## src/rtl/branch_pkg.sv

```systemverilog
// Shared definitions for the branch/PC unit: condition encodings and default widths.
package branch_pkg;
    localparam int PC_W_DEF  = 8;
    localparam int OFS_W_DEF = 5;

    typedef enum logic [1:0] {
        COND_Z  = 2'b00,
        COND_N  = 2'b01,
        COND_NZ = 2'b10,
        COND_NN = 2'b11
    } cond_e;
endpackage

```

## src/rtl/branch_cond.sv

```systemverilog
// Combinational condition evaluator for conditional branches.
module branch_cond
    import branch_pkg::*;
(
    input  logic [1:0] cond,
    input  logic       z,
    input  logic       n,
    output logic       cond_true
);
    always_comb begin
        cond_true = 1'b0;
        case (cond)
            COND_Z:  cond_true = z;
            COND_N:  cond_true = n;
            COND_NZ: cond_true = ~z;
            COND_NN: cond_true = ~n;
            default: cond_true = 1'b0;
        endcase
    end
endmodule

```

## src/rtl/branch_pc_unit.sv

```systemverilog
// Program counter with relative/absolute branches, link register and Z/N flags.
module branch_pc_unit
    import branch_pkg::*;
#(
    parameter int PC_W  = PC_W_DEF,
    parameter int OFS_W = OFS_W_DEF
) (
    input  logic             clk,
    input  logic             rst,
    input  logic             stall,
    input  logic             flag_we,
    input  logic             z_in,
    input  logic             n_in,
    input  logic             branch,
    input  logic             branch_if,
    input  logic [1:0]       cond,
    input  logic             brx,
    input  logic             link,
    input  logic [OFS_W-1:0] offset,
    input  logic [PC_W-1:0]  target,
    output logic [PC_W-1:0]  pc,
    output logic [PC_W-1:0]  link_reg,
    output logic             taken,
    output logic             z,
    output logic             n
);
    logic            cond_true;
    logic [PC_W-1:0] pc_inc;
    logic [PC_W-1:0] ofs_ext;
    logic [PC_W-1:0] rel_pc;
    logic [PC_W-1:0] nxt_pc;
    logic            nxt_tk;

    // Condition sees only the registered flags, so a same-cycle flag_we cannot steer it.
    branch_cond u_cond (
        .cond      (cond),
        .z         (z),
        .n         (n),
        .cond_true (cond_true)
    );

    assign pc_inc  = pc + PC_W'(1);
    assign ofs_ext = PC_W'($signed(offset));
    assign rel_pc  = pc_inc + ofs_ext;

    always_comb begin
        nxt_pc = pc_inc;
        nxt_tk = 1'b0;
        if (brx) begin
            nxt_pc = target;
            nxt_tk = 1'b1;
        end else if (branch || (branch_if && cond_true)) begin
            nxt_pc = rel_pc;
            nxt_tk = 1'b1;
        end
    end

    always_ff @(posedge clk) begin
        if (rst) begin
            pc       <= '0;
            link_reg <= '0;
            taken    <= 1'b0;
            z        <= 1'b0;
            n        <= 1'b0;
        end else if (stall) begin
            taken    <= 1'b0;
        end else begin
            pc       <= nxt_pc;
            taken    <= nxt_tk;
            if (nxt_tk && link)
                link_reg <= pc_inc;
            if (flag_we) begin
                z <= z_in;
                n <= n_in;
            end
        end
    end
endmodule

```

## config.mk

```make
export PLATFORM = sky130hd
export DESIGN_NAME = branch_pc_unit
export DESIGN_NICKNAME = d
export VERILOG_FILES = /design/src/rtl/branch_pkg.sv /design/src/rtl/branch_cond.sv /design/src/rtl/branch_pc_unit.sv
export SDC_FILE = /design/constraint.sdc
export NUM_CORES = 1
export LEC_CHECK = 0
export BUFFER_PORTS_ARGS = -buffer_cell sky130_fd_sc_hd__buf_2
export CAP_MARGIN = 0
export CELL_PAD_IN_SITES_DETAIL_PLACEMENT = 1
export CELL_PAD_IN_SITES_GLOBAL_PLACEMENT = 1
export CORE_ASPECT_RATIO = 2
export CORE_MARGIN = 4
export CORE_UTILIZATION = 36
export DETAILED_ROUTE_END_ITERATION = 10
export PLACE_DENSITY_LB_ADDON = 0.1
export RECOVER_POWER = 100
export SETUP_SLACK_MARGIN = 0.5
export SLEW_MARGIN = 20
export SYNTH_ARGS = -nofsm -noshare
export SYNTH_HDL_FRONTEND = slang
export SYNTH_SLANG_ARGS = --single-unit
```

## constraint.sdc

```tcl
create_clock -name clk -period 2.7 [get_ports clk]
set_input_delay 0.54 -clock clk [delete_from_list [all_inputs] [get_ports clk]]
set_output_delay 0.54 -clock clk [all_outputs]
set_load 0.01 [all_outputs]
```

Word level (Yosys, flattened, before mapping)
Cells that the tools add are included.
W data, S select, Z words.
{"block": "classes", "addsub": 2, "eq_ne": 3, "n_mux": 5, "bitwise_logic": 3, "reduce_logical": 7}
{"cell": "$mux W8", "n": 2}
{"cell": "$add A8 B1 Y8 const B", "n": 1}
{"cell": "$add A8 B8 Y8", "n": 1}
{"cell": "$eq A2 B2 Y1 const B", "n": 2}
{"cell": "$pmux W1 S4", "n": 1}
{"cell": "$reduce_and A2 Y1", "n": 2}
{"cell": "$not A1 Y1", "n": 3}
{"cell": "$eq A2 B1 Y1 const B", "n": 1}
{"cell": "$logic_and A1 B1 Y1", "n": 2}
{"cell": "$logic_not A2 Y1", "n": 1}
{"cell": "$mux W1", "n": 2}
{"cell": "$reduce_or A2 Y1", "n": 1}
{"cell": "$logic_or A1 B1 Y1", "n": 1}
{"block": "word_totals", "ff_bits": 19, "input_bits": 25, "out_inout_bits": 19, "wordCells": 25}

Longest topological paths before layout
{"block": "depth", "ltp_word": 8, "mapped_depth": 11, "ltp_nobuf": 11}

Modules after synthesis
From an unflattened synthesis, not the netlist that was laid out.
{"block": "unflattened", "cells_unflattened": 157, "area_unflattened_um2": 1347.5}
{"module": "branch_pc_unit", "instances": 1, "cells_each": 155, "area_per_inst_um2": 1328.8, "seq_area_each_um2": 380.4}
{"module": "branch_cond", "instances": 1, "cells_each": 2, "area_per_inst_um2": 18.8, "seq_area_each_um2": 0.0}

Worst setup path before layout
OpenSTA, ideal clock, no wires.
{"block": "synth_path", "path_type": "reg-to-reg", "startpoint": "register pc[0]", "endpoint": "register pc[7]", "setup_ns": 0.139, "arrival_ns": 2.336, "required_time_ns": 2.561, "setup_slack_ns": 0.225, "stages_incl_launch_ff": 12, "path_buffers": 0, "synth_period_minus_slack_ns": 2.475, "path_cell_list": "dfxtp_1 -> ha_1 -> nand3_1 -> xor2_1 -> inv_1 -> ha_1 -> and3_1 -> a221oi_2 -> nand3_1 -> o2111ai_1 -> mux2i_1 -> nor4_1"}
{"block": "synth_between", "elab_chain_len": 4}
{"item": "from (decl)", "line_no": "branch_pc_unit.sv:21", "source": "output logic [PC_W-1:0] pc,"}
{"item": "from (signal assigned)", "line_no": "branch_pc_unit.sv:68", "source": "pc <= nxt_pc;"}
{"item": "$add A8 B1 Y8", "line_no": "branch_pc_unit.sv:42", "source": "assign pc_inc = pc + PC_W'(1);"}
{"item": "via pc_inc[4]", "line_no": "branch_pc_unit.sv:28", "source": "logic [PC_W-1:0] pc_inc;"}
{"item": "$add A8 B8 Y8", "line_no": "branch_pc_unit.sv:44", "source": "assign rel_pc = pc_inc + ofs_ext;"}
{"item": "$mux W8", "line_no": "branch_pc_unit.sv:52", "source": "end else if (branch || (branch_if && cond_true)) begin"}
{"item": "$mux W8", "line_no": "branch_pc_unit.sv:49", "source": "if (brx) begin"}
The timed path passes the listed nets, and every way through them passes these cells.
A chain may end at the register's enable or synchronous reset.

Worst setup path after layout
{"block": "layout_path", "startpoint": "register pc[0]", "endpoint": "register pc[6]"}
The elaborated chain is that of the path after synthesis.

==> results by group <==
Outcome
  • Status: finished clean

Power and ir drop
  • Power per cell area: roughly 460 nW/µm²
  • Psw: slightly above 300 µW
  • Int Pwr: around 570 µW
  • Sw Share: 34.6%
  • Sequential share of power: 36.9%
  • Worst vdd ir: 272 µV
  • Clock power frac: 23.3%
  • Comb power frac: 39.8%
  • Leak: 0.000803 µW

Timing
  • Setup TNS: 0 ns
  • Fin. max-slew vios: 0
  • Period minus WS final: 2.37 ns
  • Period Utilization, post-route: 87.8%
  • Hold slack final: 0.510 ns
  • Max Clock Freq: 0.422 GHz
  • Endpoints failing setup: 0
  • Tightest Pin Transition: around 0.99 ns
  • Endpoints failing hold: 0
  • Rel. slew slack: between 30% and 40%
  • Fin Clk Skew: 0.00780 ns
  • RSZ-0062 raised after global routing: true

Synthesis
  • Synth async-reset ratio: 0%
  • Flops & latches, synth: 19
  • Synth Area in Compound Gates: 26.7%
  • Sequential area share after synthesis: 28.7%
  • Ys flop type: dfxtp_1
  • Mapped Area: 1320 µm²
  • Synth Area in Simple Gates: 18.1%
  • Post-synthesis adder-cell area fraction: 10.0%
  • Mapped Cells: 152
  • Main combinational cell family by area after synthesis: compound AO/OA/AOI/OAI gates
  • Post-synth EDFFs: 0
  • Post-synthesis mux area share: around 3.8%
  • Xor/xnor cell area share of the yosys netlist: 7.18%
  • Mapped Nets: 187
  • Synthesis Warnings: 0
  • Mean Syn Cell Area: 8.71 µm²
  • Count of cell types in the netlist: 40

Worst setup path
  • CP endpoint: pc[6]
  • CP Max Fanout: 4
  • Crit path required time: 2.88 ns
  • Nature of the critical path endpoint: flop
  • Crit path launch: pc[0]
  • Worst flop-to-flop path endpoint: pc[6]
  • Startpoint types: flop
  • Launch point of the worst reg-to-reg path: pc[0]
  • Data arrival time of the worst path: ~2.6 ns
  • Worst-case reg-to-reg path depth: 10
  • R2R setup slack: 0.33 ns
  • Worst Path Class, Setup: reg2reg

Layout
  • Fill count: approximately 460
  • Share of cells above drive strength 1: 39.1%
  • Post-layout nets: 251
  • Antenna cells: 0
  • P&R area growth vs syn: 45.3%

Drt
  • Via count: 1381
  • Wire length per cell: 18.0 µm
  • Drt via density: 5.25
  • DR DRC count: 0
  • Iter 0 DRT Violations: 23
  • First-pass DRT Iterations: 4
  • Routed Antenna Nets: 0
  • Drt total wl: 4.73 mm

Global routing
  • First-pass GRT wire length: roughly 7.3 mm
  • Initial antenna violation count: 0
  • GRT overflow: 0
  • GRT Total Usage: 20.1%
  • Number of global-route vias before repair: ~1500
  • Pin count of the biggest net entering global routing: 21

Die
  • Die ar.: 4770 µm²
  • Initial core utilization: roughly two fifths
  • Die X: 50.9 µm
  • Row cnt: 30
  • Die Ht: roughly 94 µm
  • Core area: between 3000 and 4000 µm²
  • Num ports: between 40 and 50

Clock network
  • Post-CTS Hold Buffers: 0
  • Clk_lat worst skew: roughly 0.26 ns
  • Inserted Clock Buffers: 3
  • CTS max path bufs: 2
  • Clk slew on worst S/H paths: 0.08 ns
  • CTS Root Cell: clkbuf_8
  • CTS tree: yes
  • CTS Sinks: 19
  • CTS H-tree depth: 1

Placement
  • GP Congestion: 0.815
  • I/O Buffers: 43
  • DPL Wire Length: ~3.3 mm

Flow run
  • Max-cap violations: 0

Worst hold path
  • Hold Path Class: reg2reg
==> power by group through the flow <==
| stage | combinational (µW) | clock [µW] | sequential, µW |
|---|---|---|---|
| final | 348 | 204 | 323 |
| after global routing | 382 | 216 | 326 |
| after CTS | 330 | 207 | 323 |
| after detailed placement | 272 | 0 | 330 |
| after global placement | 265 | 0 | 328 |
| after floorplan | 177 | 0 | 336 |
==> kinds of logic after synthesis <==
group	Yosys count
XOR/XNOR	10
AND/OR/NAND/NOR	51
adder cells (fa/ha/maj)	10
buffers and inverters	17
AO/OA/AOI/OAI	40
multiplexers	5
flip-flops	19
==> metal layers <==
metal	vias up	GRT usage (%)	routed length [µm]
met5	-	0	0
met4	0	5.62	38
li1	672	-	-
met3	4	2.54	164
met1	670	20.9	1790
met2	35	40.0	2740
==> per-stage QoR <==
stage	total power (µW)	area [µm²]	setup slack, ns	cells	utilization (%)
2_1_floorplan	513	1380	0.505	152	-
3_3_place_gp	593	1650	0.311	240	47.7
3_5_place_dp	602	1650	0.214	240	47.7
4_1_cts	859	1890	0.335	255	54.9
5_1_grt	924	1920	0.106	263	55.7
6_report	876	1920	0.330	263	55.7
==> cell usage in the layout, fill, tap and decap left out, types with 4 or more instances in the layout <==
| master | Yosys | layout |
|---|---|---|
| buf_2 | 1 | 26 |
| clkbuf_1 | 4 | 21 |
| nor2_1 | 17 | 17 |
| dfxtp_1 | 19 | 17 |
| buf_4 | 0 | 17 |
| nand2_1 | 10 | 10 |
| a211oi_1 | 5 | 9 |
| a21oi_1 | 7 | 8 |
| inv_1 | 10 | 7 |
| ha_4 | 0 | 6 |
| mux2i_1 | 5 | 5 |
| o32ai_1 | 4 | 4 |
==> worst min path at each step <==
stage | to | cells past startpoint | slack, ns | startpoint
finish | link_reg[2] | 2 | 0.51 | link_reg[2]
global route | link_reg[7] | 2 | 0.54 | link_reg[7]
CTS | link_reg[1] | 2 | 0.52 | link_reg[1]
detailed placement | link_reg[1] | 2 | 0.50 | link_reg[1]
global placement | link_reg[1] | 2 | 0.47 | link_reg[1]
floorplan | link_reg[0] | 1 | 0.51 | pc[0]
==> cell usage after synthesis (2+ instances only) <==
master | n | share of area [%]
a211oi_2 | 7 | 6.6
a21o_1 | 2 | 1.1
a21oi_1 | 7 | 2.6
o32ai_1 | 4 | 2.6
nand2_1 | 10 | 2.8
dfxtp_1 | 19 | 29
clkbuf_1 | 4 | 1.1
ha_1 | 9 | 8.5
o21ai_0 | 2 | 0.76
and3_1 | 5 | 2.4
a211oi_1 | 5 | 2.8
mux2i_1 | 5 | 3.8
nand3_1 | 7 | 2.6
nor3_1 | 3 | 1.1
nor2b_1 | 2 | 0.95
xor2_1 | 5 | 3.3
nor2_1 | 17 | 4.8
nor2_2 | 3 | 1.4
xnor2_1 | 4 | 2.6
inv_1 | 10 | 2.8
nand2b_1 | 2 | 0.95
a221oi_1 | 2 | 1.3
==> worst max-delay path: stages (launching register included) <==
cell      delay [ns]
dfxtp_1         0.44
clkbuf_1        0.23
inv_1           0.07
ha_1            0.21
fa_1            0.42
nand3_1         0.16
a21boi_2        0.08
o21a_1          0.20
o21ai_1         0.12
o311ai_1        0.12
a211oi_1        0.24
==> final cells by class <==
class | count | area, µm² | share of cell area [%]
well taps | 48 | 60.1 | 3.12
inverters | 11 | 41.3 | 2.15
repair buffers | 65 | 360 | 18.7
multi-input cells | 116 | 1030 | 53.5
flip-flops and latches | 19 | 388 | 20.2
clock buffers | 4 | 45.0 | 2.34
==> timing repair <==
action                                  CTS  global route
setup buffers                            11             8
pin swaps                                10             9
hold endpoints to repair                  0             0
endpoints found under the setup margin    3             5
cloned                                    0             0
resized for setup                        19            12
(Power assumes the default switching activity.)
